===== config.mk =====
export PLATFORM = sky130hd
export DESIGN_NAME = lfsr_predictor
export DESIGN_NICKNAME = d
export VERILOG_FILES = /design/src/rtl/lfsr_pkg.sv /design/src/rtl/lfsr_predictor.sv
export SDC_FILE = /design/constraint.sdc
export NUM_CORES = 1
export LEC_CHECK = 0
export CAP_MARGIN = 0
export CORE_AREA = 2 2 39 41
export CTS_CLUSTER_SIZE = 28
export DETAILED_ROUTE_END_ITERATION = 10
export DIE_AREA = 0 0 41 43
export MAX_ROUTING_LAYER = met4
export SLEW_MARGIN = 20
export SYNTH_ARGS = -nofsm -noshare
export SYNTH_HDL_FRONTEND = slang
export SYNTH_SLANG_ARGS = --single-unit

===== constraint.sdc =====
create_clock -name clk -period 1.1 [get_ports clk]
set_input_delay 0.11 -clock clk [delete_from_list [all_inputs] [get_ports clk]]
set_output_delay 0.11 -clock clk [all_outputs]
set_load 0.05 [all_outputs]

===== src/rtl/lfsr_pkg.sv =====
// lfsr_pkg: constants and helpers shared by the PRBS generator and checker.
//   LFSR_W     register width
//   LFSR_TAPS  feedback tap mask (bit i set = tap i)
//   LFSR_SEED  generator seed
//   state_t    checker states
//   lfsr_fb()  feedback bit: XOR of the tapped history bits
package lfsr_pkg;
   localparam int             LFSR_W    = 8;
   localparam logic [LFSR_W-1:0] LFSR_TAPS = 8'b0101_0101;
   localparam logic [LFSR_W-1:0] LFSR_SEED = 8'h49;

   typedef enum logic [1:0] {FILL, HUNT, LOCKED} state_t;

   function automatic logic lfsr_fb(input logic [LFSR_W-1:0] hist);
      return ^(hist & LFSR_TAPS);
   endfunction
endpackage


===== src/rtl/lfsr_predictor.sv =====
// lfsr_predictor: history shift register plus next-bit prediction.
//   clk, reset  clock, async active-high reset (hist -> 0)
//   shift_en    shift shift_in into hist this edge
//   shift_in    bit entering hist at the top (hist[0] is the oldest)
//   in_bit      received bit compared against the prediction
//   hist        current history
//   pred        predicted next bit from the recurrence
//   match       in_bit equals pred
module lfsr_predictor
   import lfsr_pkg::*;
(
   input  logic              clk,
   input  logic              reset,
   input  logic              shift_en,
   input  logic              shift_in,
   input  logic              in_bit,
   output logic [LFSR_W-1:0] hist,
   output logic              pred,
   output logic              match
);

   always_ff @(posedge clk or posedge reset) begin
      if (reset)
         hist <= '0;
      else if (shift_en)
         hist <= {shift_in, hist[LFSR_W-1:1]};
   end

   assign pred  = lfsr_fb(hist);
   assign match = (in_bit == pred);

endmodule


==> results_dict.tcl <==
set metrics [dict create \
    path_cells "xnor2_4 > xor3_2 > buf_12" \
    drt-initial-drc-count 0 \
    wire_per_inst_um 11.8 \
    die_w_um 41 \
    yosysTopAreaCell "dfrtp_1" \
    r2r_slack_ns 0.13 \
    setup_violations 2 \
    row_count 14 \
    status "complete, but fails checks" \
    worstMarginPinSlew_ns 0.292 \
    grt_max_degree 9 \
    synthAdderAreaFrac 0 \
    area_delta_synth_final_pct 106 \
    path_class "register to output port" \
    ys_types 7 \
    final_common_cell "buf_12" \
    synth_area_leaders "dfrtp_1 56%, mux2_2 25%, xor3_1 6.7%" \
    drt_pass1_iterations 1 \
    clk_path_buf_depth 2 \
    hold_violations 0 \
    synth-simple-area-share 0 \
    synth_xor_area_frac 0.161 \
    fillCellCount 112 \
    largest_register_ffs 8 \
    reg_top3 "hist x8" \
    rsz0062_at_grt "yes" \
    wirelength_um 719 \
    period_needed_ns 1.52 \
    mostFrequentLayoutCells "10 x buf_12, 8 x mux2_2, 6 x buf_4" \
    critical_path.startpoint_type "register" \
    design_area_sq_um 734 \
    critical-path-top-delay-family "XOR/XNOR gates" \
    cts-root-buf "clkbuf_4" \
    clock_skew_ns 0.00475 \
    grt_pass1_wl_um 1170 \
    place_ws_ns -0.207 \
    critPathMaxStageDelay_ns 0.44 \
    synth_seq_cells 8 \
    dpl-instance-area_sq_um 678 \
    grt_remaining_overflow 0 \
    yosys_warnings 0 \
    drive_above_1_share 0.800 \
    cp-end-kind "output port" \
    startpoint "hist[2]" \
    ys_seq_area_frac 0.561 \
    fin_nets 52 \
    vias_per_cell 3.95 \
    synth_top_cell_area_share 0.561 \
    cts_sinks 8 \
    die_y_um 43 \
    path_buf_inv 1 \
    ioPinCount 15 \
    worstReg2RegStart "hist[2]" \
    globalplace.congestion 0.701 \
    cp.required_ns 0.99 \
    drc_errors 0 \
    regMostFlops "hist" \
    critPathArrivalTime_ns 1.41 \
    worst_slack_ns -0.420 \
    cpMaxStageDelayCell "dfrtp_2" \
    io_buffers 14 \
    ctsHoldBuffers 0 \
    clkSlewWorstSetupHoldPaths_ns 0.05 \
    clkLatencyLatePin_ns 0.25 \
    cap_viol_max_count 0 \
    antenna_found_initial 0 \
    cts_buffers 3 \
    cts_tree "yes" \
    core_sq_mm 0.00138 \
    synth_top_family_by_area "multiplexers" \
    max_freq_ghz 0.658 \
    dieArea_sq_mm 0.00176 \
    synth_compound_area_frac 0 \
    relSlewSlack 0.805 \
    ant_nets 0 \
    min_path_type "input port to async pin" \
    syn_nets 27 \
    grt_use_total 0.110 \
    start_util 0.258 \
    worstRegToRegCells 2 \
    synthMuxAreaShare 0.253 \
    period_share 1.38 \
    violations "negative setup slack" \
    netlist_instances 22 \
    num_antenna_cells 0 \
    r2r_end "hist[1]" \
    crit_fanout 2 \
    syn-mean-instance-area_sq_um 16.2 \
    finalMaxSlewViolations 0 \
    grt_pass1_vias 279 \
    ctsHtreeMaxLevel 1 \
    netlist_area_sq_um 357 \
    vias 241 \
]
==> repair_timing <==
item / in CTS / in global routing
endpoints found under the setup margin: 2 / 4
hold endpoints to repair: 0 / 0
buffers inserted: 1 / 0
resized for setup: 3 / 1
cloned: 0 / 0
pin swaps: 2 / 0
==> synth_stat cells <==
library cell and instances:
dfrtp_1 8, xnor2_1 2, xor3_1 1, buf_2 1
xor2_2 1, inv_1 1, mux2_2 8
==> per-layer routing <==
layer	global-route usage	vias up	routed length, um
met1	0.101	117	227
met5	-	-	0
met3	0.0157	0	26
met2	0.178	5	465
met4	0.100	0	0
li1	-	119	-
==> how the worst max path moves through the flow <==
stage,to,cells after the start,slack (ns)
floorplan,match,2,-0.31
global placement,match,3,-0.18
detailed placement,match,3,-0.21
CTS,match,3,-0.44
global route,match,3,-0.45
finish,match,3,-0.42
==> worst reg2reg max path, stage by stage (launching register included) <==
cell and delay, ns:
dfrtp_2 0.44, buf_4 0.16, mux2_2 0.26
==> metrics by stage <==
step	hold WS, ns	utilization	setup TNS [ns]	cells
detailed placement	0.391	0.490	-1.02	58
global route	0.140	0.531	-0.838	61
floorplan	-0.0746	-	-0.590	22
global placement	0.362	0.490	-0.867	58
CTS	0.122	0.528	-0.796	61
finish	0.116	0.531	-0.749	61
==> logic make-up after synthesis <==
kind of cell / after synthesis
xor+xnor: 4
mux: 8
buf+inv: 2
flops: 8
==> final cells by class <==
cell class	instances	area [sq um]	area share
inverter	1	3.75	0.00511
clock buffer	3	22.5	0.0307
tap	16	20.0	0.0273
multi-input combinational	12	186	0.254
timing repair buffer	21	297	0.404
sequential	8	205	0.279
Power is left out: the tool's default activity adds up to more than one toggle a clock period on the data nets, which glitch-free logic cannot reach.
